`src/rtl/gpu_cmd_scheduler.sv`:
```
`default_nettype none
// ============================================================================
// Module : gpu_cmd_scheduler
// Brief  : Command FIFO that issues GPU commands one at a time and watches each with a timeout
// Rev    : 1.0
// ============================================================================
module gpu_cmd_scheduler #(
    parameter int DEPTH   = 4,
    parameter int OPW     = 16,
    parameter int TIMEOUT = 1024
) (
    input  logic                     clk,
    input  logic                     reset,
    input  logic                     cmd_valid,
    output logic                     cmd_ready,
    input  logic [4:0]               cmd_opcode,
    input  logic [OPW-1:0]           cmd_operand,
    input  logic                     flush,
    output logic                     issue_valid,
    output logic [4:0]               issue_opcode,
    output logic [OPW-1:0]           issue_operand,
    input  logic                     core_done,
    output logic                     sched_busy,
    output logic [$clog2(DEPTH):0]   fifo_level,
    output logic [15:0]              retired_count,
    output logic                     err_illegal,
    output logic                     err_timeout,
    input  logic                     err_clr
);

    localparam int AW = $clog2(DEPTH);
    localparam int LW = AW + 1;
    localparam int TW = $clog2(TIMEOUT);

    localparam logic [1:0]    c_IDLE  = 2'd0;
    localparam logic [1:0]    c_ISSUE = 2'd1;
    localparam logic [1:0]    c_WAIT  = 2'd2;
    localparam logic [LW-1:0] c_FULL  = LW'(DEPTH);
    localparam logic [TW-1:0] c_TMAX  = TW'(TIMEOUT - 1);
    localparam logic [4:0]    c_NXI   = 5'd0;
    localparam logic [4:0]    c_MAXOP = 5'd14;

    logic [4+OPW:0]  r_mem [DEPTH];
    logic [AW-1:0]   r_wrPtr;
    logic [AW-1:0]   r_rdPtr;
    logic [LW-1:0]   r_level;
    logic [1:0]      r_state;
    logic [TW-1:0]   r_timer;
    logic [4:0]      r_issueOp;
    logic [OPW-1:0]  r_issueOperand;
    logic [15:0]     r_retired;
    logic            r_errIllegal;
    logic            r_errTimeout;

    logic            w_push;
    logic            w_pop;
    logic [4:0]      w_headOp;
    logic [OPW-1:0]  w_headOperand;
    logic            w_popNop;
    logic            w_popIllegal;
    logic            w_doneRetire;
    logic            w_timeout;

    // flush suppresses every side effect of its own cycle except the sticky flags it keeps
    assign w_push       = cmd_valid && cmd_ready && !flush;
    assign w_pop        = (r_state == c_IDLE) && (r_level != '0) && !flush;
    assign {w_headOp, w_headOperand} = r_mem[r_rdPtr];
    assign w_popNop     = w_pop && (w_headOp == c_NXI);
    assign w_popIllegal = w_pop && (w_headOp > c_MAXOP);
    assign w_doneRetire = (r_state == c_WAIT) && core_done && !flush;
    assign w_timeout    = (r_state == c_WAIT) && !core_done && (r_timer == c_TMAX) && !flush;

    always_ff @(posedge clk) begin
        if (w_push) begin
            r_mem[r_wrPtr] <= {cmd_opcode, cmd_operand};
        end
    end

    always_ff @(posedge clk or posedge reset) begin
        if (reset) begin
            r_wrPtr <= '0;
            r_rdPtr <= '0;
            r_level <= '0;
        end else if (flush) begin
            r_wrPtr <= '0;
            r_rdPtr <= '0;
            r_level <= '0;
        end else begin
            if (w_push) r_wrPtr <= r_wrPtr + AW'(1);
            if (w_pop)  r_rdPtr <= r_rdPtr + AW'(1);
            case ({w_push, w_pop})
                2'b10:   r_level <= r_level + LW'(1);
                2'b01:   r_level <= r_level - LW'(1);
                default: r_level <= r_level;
            endcase
        end
    end

    always_ff @(posedge clk or posedge reset) begin
        if (reset) begin
            r_state        <= c_IDLE;
            r_timer        <= '0;
            r_issueOp      <= '0;
            r_issueOperand <= '0;
        end else if (flush) begin
            r_state <= c_IDLE;
            r_timer <= '0;
        end else begin
            case (r_state)
                c_IDLE: begin
                    if (w_pop && !w_popNop && !w_popIllegal) begin
                        r_issueOp      <= w_headOp;
                        r_issueOperand <= w_headOperand;
                        r_state        <= c_ISSUE;
                    end
                end
                c_ISSUE: begin
                    r_timer <= '0;
                    r_state <= c_WAIT;
                end
                c_WAIT: begin
                    if (w_doneRetire || w_timeout) begin
                        r_state <= c_IDLE;
                    end else begin
                        r_timer <= r_timer + TW'(1);
                    end
                end
                default: r_state <= c_IDLE;
            endcase
        end
    end

    // A new error in the same cycle as err_clr leaves the flag set
    always_ff @(posedge clk or posedge reset) begin
        if (reset) begin
            r_retired    <= '0;
            r_errIllegal <= 1'b0;
            r_errTimeout <= 1'b0;
        end else begin
            if (w_popNop || w_doneRetire) r_retired <= r_retired + 16'd1;
            r_errIllegal <= (r_errIllegal && !err_clr) || w_popIllegal;
            r_errTimeout <= (r_errTimeout && !err_clr) || w_timeout;
        end
    end

    assign cmd_ready     = r_level < c_FULL;
    assign issue_valid   = (r_state == c_ISSUE);
    assign issue_opcode  = r_issueOp;
    assign issue_operand = r_issueOperand;
    assign sched_busy    = (r_state != c_IDLE) || (r_level != '0);
    assign fifo_level    = r_level;
    assign retired_count = r_retired;
    assign err_illegal   = r_errIllegal;
    assign err_timeout   = r_errTimeout;

endmodule
`default_nettype wire

```
`config.mk`:
```
export PLATFORM = sky130hd
export DESIGN_NAME = gpu_cmd_scheduler
export DESIGN_NICKNAME = d
export VERILOG_FILES = /design/src/rtl/gpu_cmd_scheduler.sv
export SDC_FILE = /design/constraint.sdc
export NUM_CORES = 1
export LEC_CHECK = 0
export CORE_UTILIZATION = 43
export CTS_BUF_LIST = sky130_fd_sc_hd__clkbuf_4 sky130_fd_sc_hd__clkbuf_8
export DETAILED_ROUTE_END_ITERATION = 12
export GPL_TIMING_DRIVEN = 0
export SLEW_MARGIN = 10
export SYNTH_ARGS = -nofsm -noshare
export SYNTH_HDL_FRONTEND = slang
export SYNTH_SLANG_ARGS = --single-unit
```
`constraint.sdc`:
```
create_clock -name clk -period 6.68 [get_ports clk]
set_input_delay 1.336 -clock clk [delete_from_list [all_inputs] [get_ports clk]]
set_output_delay 1.336 -clock clk [all_outputs]
set_load 0.01 [all_outputs]
```
; ---- Yosys cells after proc, flatten, opt, wreduce, memory -nomap -nowiden
; Memories as Yosys holds them, arrays and structs flattened.
; Index checks and enable logic that the tools add are counted.
[word_totals]
register_bits = 58
ram_bits = 84
mem_count = 1
[classes]
addsub = 6
magnitude_cmp = 2
eq_ne = 8
n_mux = 15
bitwise = 1
reduce_logical = 36
[mem_list]
columns = name, words, width, rd, rd_ports_with_merged_regs, write_ports, line
row1 = r_mem, 4, 21, 1, 0, 1, 43  ; logic [4+OPW:0] r_mem [DEPTH];
[ops]
columns = operator, count
row1 = 10-bit 2-to-1 mux, 2
row2 = 10-bit case mux with 2 select lines, 1
row3 = 16-bit by 1-bit adder with 16-bit output (second input constant), 1
row4 = 1-bit logical AND, 15
row5 = 2-bit 2-to-1 mux, 7
row6 = 10-bit by 1-bit adder with 10-bit output (second input constant), 1
row7 = 10-bit == test (second input constant), 1
row8 = 3-bit nonzero test, 3
row9 = 3-bit by 2-bit != test with 1-bit output (second input constant), 2
row10 = 2-bit case mux with 3 select lines, 1
row11 = 3-bit case mux with 2 select lines, 1
row12 = 2-bit nonzero test, 3
row13 = 5-bit by 4-bit > comparator with 1-bit output (second input constant), 1
row14 = 1-bit logical NOT, 5
row15 = 5-bit logical NOT, 1
row16 = 1-bit logical OR, 5
row17 = 2-bit by 1-bit adder with 2-bit output (second input constant), 2
row18 = 2-bit by 1-bit == test with 1-bit output (second input constant), 2
row19 = 2-bit == test (second input constant), 2
row20 = 2-bit AND reduction, 2
row21 = 3-bit by 1-bit adder with 3-bit output (second input constant), 1
row22 = 3-bit less-than comparator (second input constant), 1
row23 = 3-bit 2-to-1 mux, 1
row24 = 3-bit != test (second input constant), 1
row25 = other kinds (5), 6

; ---- Longest topological paths before layout
[logic_depth]
depth_word = 10
depth_mapped = 9
ltp_nobuf = 8

; ---- Worst setup path after synthesis
; Ideal clock, no wire load.
[synth_timing]
path_type = input -> register
startpoint = in flush
endpoint = reg r_level[1], in the netlist fifo_level[1]
setup_time_ns = 0.132
arrival_ns = 2.878
required_ns = 6.548
path_slack_ns = 3.670
path_stages = 7
n_path_buf = 1
cell_sequence = clkbuf_1 or3_1 or2_2 nor2_1 fa_1 mux2i_1 nor2_1
[synth_via]
elab_chain_cells = 5
[synth_lines]
columns = item, line
row1 = from (decl), 18  ; input logic flush,
row2 = 1-bit logical NOT, "65, 66"
row3 = "1-bit logical AND, on equally long branches", "66, 65"
row4 = 2-bit by 1-bit == test with 1-bit output or 2-bit == test (tied branches), 91  ; case ({w_push, w_pop})
row5 = 3-bit case mux with 2 select lines, 91
row6 = 3-bit 2-to-1 mux, 84  ; end else if (flush) begin
row7 = to (signal assigned), 92  ; 2'b10: r_level <= r_level + LW'(1);
row8 = to (signal assigned), 93  ; 2'b01: r_level <= r_level - LW'(1);
row9 = to (signal assigned), 94  ; default: r_level <= r_level;
row10 = to (decl), 46  ; logic [LW-1:0] r_level;
; Several ways; a longest one is shown, not always the timed one.
; A chain may end at the register's enable or synchronous reset.

; ---- Worst setup path after layout
[layout_timing]
startpoint = reg r_level[0], in the netlist fifo_level[0]
endpoint = out sched_busy
[layout_via]
elab_chain_cells = 2
[layout_lines]
columns = item, line
row1 = 3-bit nonzero test, 150  ; assign sched_busy = (r_state != c_IDLE) || (r_level != '0);
row2 = 1-bit logical OR, 150
row3 = to (decl), 23  ; output logic sched_busy,
; No other way between the ends.

==> flow_metrics.py <==
metrics = {
    "global_routing": {
        "grt_util_met1_pct": 20.8,
        "grt_pass1_vias": 3388,
        "antenna_found_initial": 0,
        "track_usage_pct": 17.1,
        "grt_use_met2_pct": 28.5,
        "overflow": 0,
        "grt_pass1_wl_mm": 17.4,
        "busiest_layer": "met2",
        "grt_max_degree": 59,
        "grtUsageMet3_pct": 5.31,
    },
    "place": {
        "place_ws_ns": 2.88,
        "dp_hpwl_mm": 6.74,
        "place_congestion": 0.755,
        "port_buffers": 70,
    },
    "floorplanning": {
        "die_y_um": 118,
        "die_w_um": 118,
        "num_rows": 42,
        "die_area_um2": 14000,
        "io_pins": 72,
        "core_um2": 13200,
        "start_util_pct": 44.0,
    },
    "setup_path": {
        "crit_path_max_incr_delay_ns": 0.56,
        "start_kind": "flip-flop",
        "path_delay_family": "simple AND/OR/NAND/NOR gates",
        "path_max_fanout": 6,
        "critPathSlowestCell": "nor3_1",
        "end_kind": "output port",
        "worst-path-buf-inv": 1,
        "crit_chain": "nor3_1 > nand2_1 > clkdlybuf4s50_1",
        "cp_data_required_time_ns": 5.34,
        "crit_arrival_ns": 2.16,
        "crit_type": "reg -> out",
    },
    "logic_synthesis": {
        "ys_ff_latch": 142,
        "synth_top_cell_by_area": "edfxtp_1",
        "async_flop_share_pct": 40.8,
        "synth-main-ff-cell": "edfxtp_1",
        "netlist_instances": 350,
        "synth.area.top_cells": "edfxtp_1 43%, dfrtp_1 25%, mux4_2 8.1%",
        "synth_top_family_by_area": "multiplexers",
        "yosysWarnings": 0,
        "synth_fa_ha_area_share_pct": 1.63,
        "syn_nets": 384,
        "synth_top_area_share_pct": 43.2,
        "synth_area_per_cell_um2": 16.7,
        "synthMuxAreaShare_pct": 12.3,
        "synth_compound_area_share_pct": 2.42,
        "ys_seq_area_share_pct": 68.1,
        "synthXorXnorAreaFrac_pct": 4.20,
        "synth-simple-area-share_pct": 9.33,
        "ys_types": 45,
        "synth_edf_count": 84,
        "syn_area_um2": 5830,
    },
    "worst_hold_path": {
        "hold_path.class": "reg -> reg",
    },
    "clock_network": {
        "post_cts_resized": 0,
        "path_clk_slew_ns": 0.07,
        "clock_sinks": 142,
        "cts_root_buf": "clkbuf_8",
        "cts_tree": "done",
        "holdBufCountCts": 0,
        "numCtsBuffers": 17,
        "cts_max_level": 4,
        "clockBufferDepth": 2,
        "cts_setup_buffers": 0,
        "clkLatencyLatePin_ns": 0.44,
    },
    "flow_run": {
        "max_cap_viol_count": 0,
    },
    "timing": {
        "setup_viol": 0,
        "fin_crit_sh_pct": 52.3,
        "slew_headroom_pct": 22.0,
        "hold_viol_final": 0,
        "fin_ws_ns": 3.19,
        "skew_ns": 0.0132,
        "worst_pin_slew_ns": 1.17,
        "fin_crit_ns": 3.49,
        "fin_setup_tns_ns": 0,
        "rsz0062_at_grt": "no",
        "slew_violations": 0,
        "fmaxAchievable_ghz": 0.286,
    },
    "pwr": {
        "p_per_area_nw_per_um2": 346,
        "power_w": 0.00249,
        "ir_drop_uv": 297,
        "leakagePower_nw": 2.70,
    },
    "layout": {
        "antenna_cells": 0,
        "final_layout_size_suffix_gt1_share_pct": 19.5,
        "nets": 473,
        "fill_cells": 1129,
        "area_growth_pct": 23.5,
    },
    "route": {
        "vias_per_cell": 5.13,
        "drt_first_pass_iters": 5,
        "drt_wl_total_mm": 10.6,
        "drc": 0,
        "vias": 3219,
        "drt_first_iter_violations": 147,
        "ant_nets": 0,
        "avgRoutedWirePerCell_um": 16.9,
    },
    "run_status": {
        "status": "complete, no violations",
    },
}
==> power breakdown <==
part           internal, W  switching [W]
clock network     0.000429       0.000327
logic             0.000349       0.000274
registers          0.00104      0.0000722
total              0.00182       0.000674
==> cell usage after synthesis, types with 2 or more instances <==
library cell / instances
a21oi_1: 6
and2_1: 3
and3_1: 7
and4_1: 3
buf_1: 2
buf_4: 2
buf_6: 3
clkbuf_1: 5
dfrtp_1: 58
edfxtp_1: 84
ha_1: 6
inv_1: 9
mux2_1: 10
mux2_2: 11
mux4_2: 21
nand2_1: 9
nand2b_1: 2
nand3_1: 8
nand4_1: 3
nor2_1: 27
nor2b_1: 4
nor3_1: 2
nor3_2: 6
nor4_2: 2
nor4b_2: 3
o211ai_1: 2
o21ai_0: 5
o22ai_1: 2
or2_2: 2
or3_1: 2
xnor2_1: 6
xor2_1: 22
==> worst paths after layout <==
| path | startpoint | to | slack [ns] | cells past startpoint |
|---|---|---|---|---|
| worst min-delay path | retired_count[15] | retired_count[15] | 0.50 | 1 |
| worst max-delay path | fifo_level[0] | sched_busy | 3.19 | 3 |
| worst max register to register | fifo_level[0] | fifo_level[2] | 4.25 | 8 |
| min in group asynchronous | reset | err_illegal | 1.39 | 2 |
| max in group asynchronous | reset | retired_count[11] | 4.81 | 2 |
| worst min register to register | retired_count[15] | retired_count[15] | 0.50 | 1 |
==> flip-flops by register name, summed over array words and instances, names as in the netlist <==
signal / count
err_illegal: 1
err_timeout: 1
fifo_level: 3
issue_opcode: 5
issue_operand: 16
r_mem: 84
r_rdPtr: 2
r_state: 2
r_timer: 10
r_wrPtr: 2
retired_count: 16
==> cell families (layout without fill, tap and decap cells) <==
group	after synthesis	in the layout
muxes	43	43
AOI/OAI and AO/OA	20	20
adders and majority gates	7	7
xor gates and xnor gates	28	28
DFF	142	142
and+or+nand+nor	88	88
buffers and inverters	22	124
==> area by class of cell <==
type | count | area, µm² | area share [%]
multi-input cells | 186 | 1750 | 24.2
flip-flops and latches | 142 | 3970 | 55.2
clock inverters | 12 | 184 | 2.55
repair buffers | 70 | 701 | 9.73
well taps | 176 | 220 | 3.06
plain buffers | 13 | 80.1 | 1.11
clock buffers | 20 | 263 | 3.65
inverters | 9 | 36.3 | 0.504
==> layout by cell type (no fill, tap or decap), drive strengths merged, types with 3 or more instances in the layout <==
cell	count
xor2	22
nand4	3
and4	3
buf	8
nor2	27
nand2	9
xnor2	6
clkbuf	25
dfrtp	58
nand3	8
nor4b	3
and2	3
a21oi	6
bufinv	4
and3	7
ha	6
clkdlybuf4s50	70
edfxtp	84
nor3	8
inv	12
nor4	3
mux2	21
nor2b	4
o21ai	5
mux4	21
clkinv	3
==> stage by stage <==
stage | hold WS [ns] | std cells | cell area (µm²) | util, %
4_1_cts | 0.495 | 628 | 7200 | 54.4
5_1_grt | 0.508 | 628 | 7200 | 54.4
3_3_place_gp | 0.469 | 596 | 6750 | 51.0
6_report | 0.495 | 628 | 7200 | 54.4
3_5_place_dp | 0.481 | 596 | 6760 | 51.0
2_1_floorplan | 0.498 | 350 | 5830 | -
==> per-layer routing <==
metal / up-vias / part of all wire [%]
li1: 1486 / -
met1: 1653 / 43
met2: 71 / 52
met3: 9 / 3.9
met4: 0 / 0.87
met5: - / 0
Power figures use the tool's default switching activity.
